$ cat config.mk
export PLATFORM = sky130hd
export DESIGN_NAME = decoder_select_ctrl
export DESIGN_NICKNAME = d
export VERILOG_FILES = /design/src/rtl/decoder_ctrl_pkg.sv /design/src/rtl/btn_debounce.sv /design/src/rtl/decoder_select_ctrl.sv
export SDC_FILE = /design/constraint.sdc
export NUM_CORES = 1
export LEC_CHECK = 0
export ABC_AREA = 1
export CAP_MARGIN = 10
export CORE_MARGIN = 2
export CORE_UTILIZATION = 48
export DETAILED_ROUTE_END_ITERATION = 12
export HOLD_SLACK_MARGIN = 0.12
export SLEW_MARGIN = 20
export SYNTH_ARGS = -nofsm -noshare
export SYNTH_HDL_FRONTEND = slang
export SYNTH_SLANG_ARGS = --single-unit
$ cat constraint.sdc
create_clock -name clk -period 2.76 [get_ports clk]
set_input_delay 0.552 -clock clk [delete_from_list [all_inputs] [get_ports clk]]
set_output_delay 0.552 -clock clk [all_outputs]
set_load 0.02 [all_outputs]
$ cat src/rtl/decoder_ctrl_pkg.sv
// Shared types and helpers for the decoder select control stage.
package decoder_ctrl_pkg;

  typedef enum logic {
    MANUAL = 1'b0,
    AUTO   = 1'b1
  } ctrl_state_e;

  localparam logic DIR_UP   = 1'b0;
  localparam logic DIR_DOWN = 1'b1;
  localparam int   SEL_W    = 2;

  // Counter width for a modulus n: $clog2(n), never narrower than one bit.
  function automatic int cnt_width(input int n);
    return (n > 1) ? $clog2(n) : 1;
  endfunction

  function automatic logic [SEL_W-1:0] sel_advance(input logic [SEL_W-1:0] sel,
                                                   input logic             dir);
    if (dir == DIR_UP) begin
      return sel + SEL_W'(1);
    end else begin
      return sel - SEL_W'(1);
    end
  endfunction

endpackage

$ cat src/rtl/btn_debounce.sv
// Pushbutton conditioner: 2-FF synchronizer, stability counter and a
// registered one-cycle pulse on each accepted press.
module btn_debounce
  import decoder_ctrl_pkg::*;
#(
  parameter int DEBOUNCE_CYCLES = 1_000_000
) (
  input  logic clk,
  input  logic rst,
  input  logic btn_raw,
  output logic pressed
);

  localparam int                CNT_W    = cnt_width(DEBOUNCE_CYCLES);
  localparam logic [CNT_W-1:0]  CNT_LAST = CNT_W'(DEBOUNCE_CYCLES - 1);

  logic             sync1_r;
  logic             sync2_r;
  logic             stable_r;
  logic             stable_d_r;
  logic             pressed_r;
  logic [CNT_W-1:0] cnt_r;

  // Synchronize, count consecutive differing cycles, accept the level, detect rising edge.
  always_ff @(posedge clk) begin
    if (rst) begin
      sync1_r    <= 1'b0;
      sync2_r    <= 1'b0;
      stable_r   <= 1'b0;
      stable_d_r <= 1'b0;
      pressed_r  <= 1'b0;
      cnt_r      <= {CNT_W{1'b0}};
    end else begin
      sync1_r    <= btn_raw;
      sync2_r    <= sync1_r;
      stable_d_r <= stable_r;
      pressed_r  <= stable_r & ~stable_d_r;
      if (sync2_r == stable_r) begin
        cnt_r <= {CNT_W{1'b0}};
      end else if (cnt_r == CNT_LAST) begin
        stable_r <= sync2_r;
        cnt_r    <= {CNT_W{1'b0}};
      end else begin
        cnt_r <= cnt_r + CNT_W'(1);
      end
    end
  end

  assign pressed = pressed_r;

endmodule

$ cat src/rtl/decoder_select_ctrl.sv
// Select/enable generator for the 2-to-4 LED decoder: manual stepping by
// button or timed auto scan, gated by a synchronized enable switch.
module decoder_select_ctrl
  import decoder_ctrl_pkg::*;
#(
  parameter int DEBOUNCE_CYCLES = 1_000_000,
  parameter int SCAN_CYCLES     = 25_000_000
) (
  input  logic             clk,
  input  logic             rst,
  input  logic             btn_step,
  input  logic             btn_mode,
  input  logic             dir,
  input  logic             en_in,
  output logic [SEL_W-1:0] a,
  output logic             en,
  output logic             auto_mode
);

  localparam int                 SCAN_W    = cnt_width(SCAN_CYCLES);
  localparam logic [SCAN_W-1:0]  SCAN_LAST = SCAN_W'(SCAN_CYCLES - 1);

  logic              step_pulse_s;
  logic              mode_pulse_s;
  logic              en_sync1_r;
  logic              en_sync2_r;
  ctrl_state_e       state_r;
  ctrl_state_e       state_next_s;
  logic [SCAN_W-1:0] scan_r;
  logic [SCAN_W-1:0] scan_next_s;
  logic [SEL_W-1:0]  a_r;
  logic [SEL_W-1:0]  a_next_s;
  logic              auto_r;

  btn_debounce #(.DEBOUNCE_CYCLES(DEBOUNCE_CYCLES)) u_step_db (
    .clk     (clk),
    .rst     (rst),
    .btn_raw (btn_step),
    .pressed (step_pulse_s)
  );

  btn_debounce #(.DEBOUNCE_CYCLES(DEBOUNCE_CYCLES)) u_mode_db (
    .clk     (clk),
    .rst     (rst),
    .btn_raw (btn_mode),
    .pressed (mode_pulse_s)
  );

  // Mode toggle outranks any advance; a low enable freezes both select and scan count.
  always_comb begin
    state_next_s = state_r;
    scan_next_s  = scan_r;
    a_next_s     = a_r;
    if (mode_pulse_s) begin
      state_next_s = (state_r == MANUAL) ? AUTO : MANUAL;
      scan_next_s  = {SCAN_W{1'b0}};
    end else begin
      case (state_r)
        MANUAL: begin
          if (en_sync2_r && step_pulse_s) begin
            a_next_s = sel_advance(a_r, dir);
          end else begin
            a_next_s = a_r;
          end
        end
        AUTO: begin
          if (!en_sync2_r) begin
            scan_next_s = scan_r;
          end else if (scan_r == SCAN_LAST) begin
            scan_next_s = {SCAN_W{1'b0}};
            a_next_s    = sel_advance(a_r, dir);
          end else begin
            scan_next_s = scan_r + SCAN_W'(1);
          end
        end
        default: begin
          state_next_s = MANUAL;
          scan_next_s  = {SCAN_W{1'b0}};
        end
      endcase
    end
  end

  // State, scan counter, select and enable synchronizer registers.
  always_ff @(posedge clk) begin
    if (rst) begin
      en_sync1_r <= 1'b0;
      en_sync2_r <= 1'b0;
      state_r    <= MANUAL;
      scan_r     <= {SCAN_W{1'b0}};
      a_r        <= {SEL_W{1'b0}};
      auto_r     <= 1'b0;
    end else begin
      en_sync1_r <= en_in;
      en_sync2_r <= en_sync1_r;
      state_r    <= state_next_s;
      scan_r     <= scan_next_s;
      a_r        <= a_next_s;
      auto_r     <= (state_next_s == AUTO);
    end
  end

  assign a         = a_r;
  assign en        = en_sync2_r;
  assign auto_mode = auto_r;

endmodule

# Word level (Yosys, flattened, before mapping)
# Cells that the tools add are included.
[classes] add_sub_neg=5 reduce_logical=8 muxes=7 n_eq_ne=8 bitwise=8
[op_table] op="$add A20 B1 Y20 const B" n=2
[op_table] op="$eq A20 B20 Y1 const B" n=2
[op_table] op="$add A25 B1 Y25 const B" n=1
[op_table] op="$eq A25 B25 Y1 const B" n=1
[op_table] op="$mux W25" n=1
[op_table] op="$mux W2" n=4
[op_table] op="$not A1 Y1" n=6
[op_table] op="$reduce_and A2 Y1" n=3
[op_table] op="$reduce_or A3 Y1" n=2
[op_table] op="$ne A2 B1 Y1 const B" n=2
[op_table] op="$pmux W2 S2" n=1
[op_table] op="$reduce_and A4 Y1" n=1
[op_table] op="$add A2 B1 Y2 const B" n=1
[op_table] op="$and A1 B1 Y1" n=2
[op_table] op="$eq A1 B1 Y1" n=2
[op_table] op="$ne A2 B2 Y1 const B" n=1
[op_table] op="$reduce_or A2 Y1" n=1
[op_table] op="$sub A2 B1 Y2 const B" n=1
[op_table] op="$logic_and A1 B1 Y1" n=1
[op_table] op="$mux W1" n=1
[word_totals] out_inout_bits=4 ff_bits=80 inputBits=6

# Longest topological paths before layout
# Gate-level depths: netlist (run 1).
[depth] depth_word=5 depth_mapped=11 depth_no_buf=11

# Cells and area by module
# From an unflattened synthesis (run 1), not the netlist that was laid out.
[unflattened] hier_cells=573 hier_area_um2=4117.7
[by_module_without_submodules] module="btn_debounce" area_per_inst_um2=1243.7 n_inst=2 cells_each=169
[by_module_without_submodules] module="decoder_select_ctrl" area_per_inst_um2=1630.3 n_inst=1 cells_each=235

# Least setup slack after synthesis (run 1)
# OpenSTA, ideal clock, no wires.
[synth_path] path_kind="register to register" start="register u_mode_db.cnt_r[0]" end="register u_mode_db.cnt_r[16]" synth_period_minus_slack_ns=1.425 setup_ns=0.114 t_required_ns=2.646 t_arrival_ns=1.311 setup_slack_ns=1.335 stages_incl_launch_ff=10 n_path_buf=1 cell_sequence="dfxtp_1 -> ha_1 -> nand3_2 -> nor2_4 -> inv_2 -> nor2_4 -> nand3_2 -> nand2_4 -> buf_6 -> nor2_1"
[synth_via] elab_chain_len=2 word_cells_on_any_way=3
[synth_rtl] item="start: declaration" line="btn_debounce.sv:22" text="logic [CNT_W-1:0] cnt_r;"
[synth_rtl] item="start signal: assignment" line="btn_debounce.sv:32" text="cnt_r <= {CNT_W{1'b0}};"
[synth_rtl] item="start signal: assignment" line="btn_debounce.sv:39" text="cnt_r <= {CNT_W{1'b0}};"
[synth_rtl] item="start signal: assignment" line="btn_debounce.sv:42" text="cnt_r <= {CNT_W{1'b0}};"
[synth_rtl] item="parallel branches: the longest is 2 deep, another holds $add A20 B1 Y20"
# Parallel ways; which one is timed is not known.
# A chain may end at the register's enable or synchronous reset.

# Final worst setup path (run 1)
[layout_path] start="register auto_r (netlist: auto_mode)" end="output port auto_mode"
[layout_rtl] item="start: declaration" line="decoder_select_ctrl.sv:33" text="logic auto_r;"
[layout_rtl] item="start signal: assignment" line="decoder_select_ctrl.sv:99" text="auto_r <= (state_next_s == AUTO);"
[layout_rtl] item="end: declaration" line="decoder_select_ctrl.sv:17" text="output logic auto_mode"
# No word-level cell between the ends.

==> results of run 1 <==
state kept, by name, summed over array words and instances (netlist names):
name,flops
u_mode_db.stable_d_r,1
u_step_db.sync2_r,1
auto_mode,1
u_step_db.cnt_r,20
u_mode_db.cnt_r,20
u_step_db.stable_r,1
a,2
u_mode_db.sync1_r,1
u_mode_db.pressed,1
u_step_db.stable_d_r,1
en,1
u_step_db.sync1_r,1
en_sync1_r,1
u_step_db.pressed,1
u_mode_db.sync2_r,1
scan_r,25
u_mode_db.stable_r,1
layer usage:
metal | GRT usage, % | vias to the layer above | wire length [um]
li1 | - | 1824 | -
met1 | 25.5 | 1503 | 3880
met2 | 32.4 | 39 | 3550
met3 | 2.65 | 13 | 176
met4 | 8.33 | 0 | 157
met5 | 0 | - | 0
per-stage QoR:
| stage | area, um^2 | util, % |
|---|---|---|
| 6_report | 4300 | 55.3 |
| 5_1_grt | 4300 | 55.3 |
| 4_1_cts | 4300 | 55.3 |
| 3_5_place_dp | 4080 | 52.5 |
| 3_3_place_gp | 4080 | 52.5 |
| 2_1_floorplan | 3870 | - |
cells in the final DEF (no fill, tap or decap), drive strengths merged:
master / netlist / final
a21oi: 27 / 27
a31oi: 1 / 1
and3: 1 / 1
buf: 4 / 2
bufinv: 0 / 2
clkbuf: 1 / 12
clkdlybuf4s50: 0 / 9
clkinv: 1 / 2
dfxtp: 80 / 80
ha: 3 / 3
inv: 73 / 73
nand2: 122 / 122
nand3: 40 / 40
nand3b: 3 / 3
nand4: 11 / 11
nor2: 116 / 116
nor3: 39 / 39
nor3b: 7 / 7
nor4: 1 / 1
o21a: 1 / 1
o21ai: 8 / 8
or2: 3 / 3
xnor2: 7 / 7
xor2: 13 / 13
area by class of cell:
class	count	area share [%]
clock buffer	12	3.61
clock inverter	3	1.51
inverter	74	6.49
multi-input combinational	403	45.7
sequential	80	37.3
tap	102	2.97
timing repair buffer	11	2.45
power by group:
| part | leakage [uW] | total (uW) | switching (uW) | internal (uW) |
|---|---|---|---|---|
| sequential | 0.000645 | 1160 | 3.13 | 1160 |
| clock | 0.000112 | 964 | 410 | 553 |
| combinational | 0.000765 | 36.3 | 22.4 | 14.0 |
| total | 0.00152 | 2160 | 436 | 1730 |
cell families (layout without fill, tap and decap cells):
| kind of cell | count (synthesis) | count (layout) | share of synthesized area (%) |
|---|---|---|---|
| buf+inv | 79 | 100 | 7.98 |
| xor+xnor | 20 | 20 | 4.52 |
| compound gates | 37 | 37 | 4.88 |
| fa+ha+maj | 3 | 3 | 0.969 |
| flops | 80 | 80 | 41.3 |
| simple gates | 343 | 343 | 40.3 |
worst min-delay path by stage:
stage	start	end	depth (start not counted)
after floorplan	u_mode_db.stable_d_r	u_mode_db.pressed	1
after global routing	u_mode_db.stable_d_r	u_mode_db.pressed	1
final	u_mode_db.stable_d_r	u_mode_db.pressed	1
after CTS	u_mode_db.stable_d_r	u_mode_db.pressed	1
after detailed placement	u_mode_db.stable_d_r	u_mode_db.pressed	1
after global placement	u_step_db.stable_d_r	u_step_db.pressed	1
==> impl_metrics.csv, run 1 <==
group,metric,value,unit
sta,slew_viol_final,0,
run,max_cap_violations,0,
place,dp_cells,670,
sta,whs,0.387,ns
detailed_routing,firstDrtPassIters,4,
worst_setup_path,required,2.21,ns
worst_setup_path,cp.depth,1,
power,power_leakage,0.00152,uW
run_status,status,"finished, final reports clean",
finish,num-fill-cells,792,
power,power_density,503,nW/um^2
detailed_routing,wl,7760,um
sta,skew,0.0113,ns
clock_tree,clockBufferDepth,2,
synthesis,netlist_instances,562,
worst_setup_path,arrival,1.51,ns
clock_tree,worstSkewPairLatency,0.35,ns
global_routing,grt_pass1_wl,13800,um
floorplanning,rows,32,
place,dp_hpwl,5880,um
worst_setup_path,endpoint,"auto_mode",
worst_setup_path,rrSetupSlack,0.95,ns
worst_setup_path,cp_num_buf_inv,1,
synthesis,synthDistinctLibCells,31,
floorplanning,initial_core_util,49.9,%
power,ir_drop,0.307,mV
global_routing,antenna_found_initial,0,
sta,grt_setup_unrepaired,"false",
place,dp_slack,0.646,ns
sta,worst_slew_pin_slew,0.428,ns
sta,finalCritPeriodShare,74.7,%
synthesis,synth-edff-count,0,
floorplanning,dieHeight,93.8,um
synthesis,postSynthAreaPerCell,6.89,um^2
worst_setup_path,critical_path.max_fanout,5,
power,finalPower,2160,uW
synthesis,syn_nets,571,
clock_tree,path_clk_slew,0.07,ns
clock_tree,cts_root_buf,"clkbuf_8",
worst_setup_path,slowest_delay,0.67,ns
detailed_routing,final_antenna_net_count,0,
synthesis,synthTopCellsByCount,"nand2_1, nor2_1, dfxtp_1, inv_1, nand3_1",
place,io_buffers,9,
synthesis,yosysMostFrequentCell,"nand2_1",
global_routing,first_global_vias,3128,
global_routing,grt_usage,19.6,%
synthesis,yosysTopAreaCell,"dfxtp_1",
worst_setup_path,crit_family,"buffers and inverters",
sta,setup_violations,0,
synthesis,synth.yosys.seq_area_share,41.3,%
synthesis,synth-seq-cells,80,
worst_setup_path,reg2reg_depth,10,
clock_tree,ctsHtreeMaxLevel,3,
finish,multi_input_comb_area,1960,um^2
floorplanning,die_x,93.8,um
detailed_routing,vias,3379,
finish,final_cells,685,
floorplanning,die_area,8810,um^2
sta,maxSlewHeadroom,71.4,%
synthesis,synth_flop_cell,"dfxtp_1",
detailed_routing,drt_iter0_drc,134,
worst_setup_path,rr_startpoint,"scan_r[0]",
min_path,hold_class,"flip-flop to flip-flop",
detailed_routing,wl_per_cell,11.3,um
clock_tree,holdBufCountCts,0,
finish,nets,588,
global_routing,grt_start_max_net_pins,21,
sta,hold_viol_final,0,
worst_setup_path,path_cells,"clkdlybuf4s50_1",
synthesis,syn_area,3870,um^2
sta,clock.fmax,0.485,GHz
finish,final_layout_size_suffix_gt1_share,7.38,%
clock_tree,cts_made_buffers,9,
worst_setup_path,path_class,"flip-flop to primary output",
clock_tree,cts_tree,"built",
worst_setup_path,critPathLaunch,"auto_mode",
synthesis,synth_top_area_share,41.3,%
clock_tree,cts.sinks,80,
worst_setup_path,cp-start-kind,"flip-flop",
sta,timing.final.crit_period,2.06,ns
finish,antenna_cells,0,
sta,timing.final.ws_setup,0.699,ns
worst_setup_path,worst_path_max_delay_cell,"clkdlybuf4s50_1",
place,finalWeightedCongestion,0.886,
synthesis,yosys_warnings,0,
clock_tree,cts.repair.resized,0,
worst_setup_path,r2r-end,"scan_r[15]",
finish,area_growth,10.9,%
global_routing,overflow,0,
synthesis,async_reset_ff_share,0,%
floorplanning,core_region_area,7770,um^2
finish,seqCellArea,1600,um^2
worst_setup_path,cp-end-kind,"primary output",
sta,timing.setup.tns,0,ns
detailed_routing,drcViolationCount,0,
clock_tree,post_cts_buffers,0,
floorplanning,num_io_pins,10,
detailed_routing,via_per_inst,4.93,
synthesis,synthTopCellsByArea,"dfxtp_1, nand2_1, nor2_1",
(Power assumes the default switching activity.)
==> run 2, diff against run 1 <==
--- a/config.mk
+++ b/config.mk
@@ -11,6 +11,7 @@
 export CORE_UTILIZATION = 48
 export DETAILED_ROUTE_END_ITERATION = 12
 export HOLD_SLACK_MARGIN = 0.12
+export PLACE_DENSITY = 0.67
 export SLEW_MARGIN = 20
 export SYNTH_ARGS = -nofsm -noshare
 export SYNTH_HDL_FRONTEND = slang
==> constraint.sdc (replaced) <==
create_clock -name clk -period 1.8 [get_ports clk]
set_input_delay 0.36 -clock clk [delete_from_list [all_inputs] [get_ports clk]]
set_output_delay 0.36 -clock clk [all_outputs]
set_load 0.02 [all_outputs]
==> impl_metrics.csv, run 2 (synthesized netlist as in run 1, its figures left out) <==
group,metric,value,unit
power,ir_drop,0.411,mV
detailed_routing,drt_iter0_drc,182,
global_routing,antenna_found_initial,0,
sta,timing.final.crit_period,1.76,ns
global_routing,grt_start_max_net_pins,21,
floorplanning,die_x,93.8,um
detailed_routing,vias,3454,
global_routing,grt_pass1_wl,14000,um
clock_tree,cts.sinks,80,
sta,finalCritPeriodShare,97.5,%
clock_tree,clockBufferDepth,2,
floorplanning,core_region_area,7770,um^2
worst_setup_path,critical_path.max_fanout,5,
worst_setup_path,rrSetupSlack,0.17,ns
finish,regMostFlops,"scan_r",
sta,clock.fmax,0.570,GHz
clock_tree,cts_made_buffers,9,
worst_setup_path,worst_path_max_delay_cell,"clkdlybuf4s50_1",
sta,hold_viol_final,0,
clock_tree,cts_tree,"built",
worst_setup_path,cp_num_buf_inv,1,
sta,slew_viol_final,0,
finish,multi_input_comb_area,1980,um^2
detailed_routing,final_antenna_net_count,0,
clock_tree,cts_root_buf,"clkbuf_8",
place,dp_cells,674,
power,power_leakage,0.00154,uW
min_path,hold_class,"flip-flop to flip-flop",
run_status,status,"finished, final reports clean",
clock_tree,ctsHtreeMaxLevel,3,
worst_setup_path,path_class,"flip-flop to primary output",
detailed_routing,wl_per_cell,11.5,um
floorplanning,dieHeight,93.8,um
global_routing,grt_usage,19.8,%
place,io_buffers,9,
clock_tree,worstSkewPairLatency,0.35,ns
worst_setup_path,slowest_delay,0.63,ns
worst_setup_path,arrival,1.40,ns
finish,num-fill-cells,787,
sta,timing.setup.tns,0,ns
sta,maxSlewHeadroom,71.7,%
power,power_density,755,nW/um^2
global_routing,overflow,0,
finish,antenna_cells,0,
floorplanning,die_area,8810,um^2
run,max_cap_violations,0,
floorplanning,initial_core_util,49.9,%
worst_setup_path,critPathLaunch,"auto_mode",
sta,setup_violations,0,
clock_tree,path_clk_slew,0.07,ns
floorplanning,rows,32,
global_routing,first_global_vias,3341,
finish,nets,592,
clock_tree,post_cts_buffers,0,
finish,seqCellArea,1600,um^2
finish,area_growth,12.0,%
finish,fin_util,55.9,%
worst_setup_path,crit_family,"buffers and inverters",
finish,final_common_cell,"nand2_1",
finish,final_layout_size_suffix_gt1_share,8.36,%
place,dp_hpwl,5940,um
worst_setup_path,path_cells,"clkdlybuf4s50_1",
detailed_routing,firstDrtPassIters,4,
detailed_routing,wl,7940,um
finish,final_cells,688,
finish,most-common-layout-cells,"nand2_1, nor2_1, dfxtp_1",
floorplanning,num_io_pins,10,
detailed_routing,drcViolationCount,0,
worst_setup_path,rr_startpoint,"u_mode_db.cnt_r[0]",
min_path,worstHoldStart,"u_mode_db.stable_d_r",
finish,top_regs,"scan_r (25), u_mode_db.cnt_r (20), u_step_db.cnt_r (20)",
place,finalWeightedCongestion,0.963,
sta,skew,0.0101,ns
worst_setup_path,cp-end-kind,"primary output",
worst_setup_path,cp-start-kind,"flip-flop",
detailed_routing,via_per_inst,5.02,
finish,largest_reg_flops,25,
worst_setup_path,required,1.44,ns
sta,worst_slew_pin_slew,0.424,ns
run 2: cell count changes in the layout (fill, tap and decap cells not counted), sizes merged:
cell    delta
buf        +4
clkbuf     -2
clkinv     +1
run 2: worst paths after layout:
path | endpoint | cells after the start
setup / recovery | auto_mode | 1
hold / removal | u_mode_db.pressed | 1
setup reg to reg | u_mode_db.cnt_r[14] | 9
hold reg to reg | u_mode_db.pressed | 1
run 2: final cells by class:
| type | instances | share of cell area [%] |
|---|---|---|
| Clock buffer | 10 | 3.17 |
| Timing Repair Buffer | 15 | 3.40 |
| Multi-Input combinational cell | 403 | 45.5 |
| Inverter | 74 | 6.43 |
| Sequential cell | 80 | 36.9 |
| Tap cell | 102 | 2.94 |
| Clock inverter | 4 | 1.61 |
run 2: worst reg2reg max path, stage by stage, from the launching register on:
cell and delay (ns):
dfxtp_1 0.35, ha_1 0.21, nand3_2 0.14, nor2_4 0.14, inv_2 0.06, nor2_4 0.09
nand3_2 0.12, nand2_4 0.22, nor2_1 0.08, o21a_1 0.10
run 2: per-layer routing:
metal	GRT usage [%]	routed length, um	vias to the layer above
met4	7.97	120	0
li1	-	-	1819
met2	33.5	3780	58
met3	3.13	257	11
met5	0	0	-
met1	25.2	3780	1566
run 2: timing repair:
action,4_1_cts,5_1_grt
gates resized for setup,1,2
endpoints found under the hold margin,0,0
hold buffers,0,0
endpoints found under the setup margin,1,1
run 2: power breakdown:
part,internal [uW],switching [uW]
sequential,1780,4.44
combinational,27.2,35.6
clock,799,634
total,2600,674
run 2: per-stage QoR:
| step | area (um^2) | setup slack [ns] | hold WS (ns) | power (uW) |
|---|---|---|---|---|
| 2_1_floorplan | 3870 | 0.375 | 0.373 | 1850 |
| 3_3_place_gp | 4120 | 0.0902 | 0.377 | 1880 |
| 3_5_place_dp | 4120 | 0.0182 | 0.380 | 1890 |
| 4_1_cts | 4330 | 0.0153 | 0.394 | 3300 |
| 5_1_grt | 4340 | -0.000260 | 0.391 | 3380 |
| 6_report | 4340 | 0.0444 | 0.387 | 3280 |
==> run 3, diff against run 2 <==
--- a/config.mk
+++ b/config.mk
@@ -9,9 +9,11 @@
 export CAP_MARGIN = 10
 export CORE_MARGIN = 2
 export CORE_UTILIZATION = 48
+export CTS_BUF_LIST = sky130_fd_sc_hd__clkbuf_8
 export DETAILED_ROUTE_END_ITERATION = 12
 export HOLD_SLACK_MARGIN = 0.12
 export PLACE_DENSITY = 0.67
+export SKIP_CTS_REPAIR_TIMING = 1
 export SLEW_MARGIN = 20
 export SYNTH_ARGS = -nofsm -noshare
 export SYNTH_HDL_FRONTEND = slang
==> results of run 3 <==
Same layout as run 2: the final DEF is identical, and so are final timing and power.
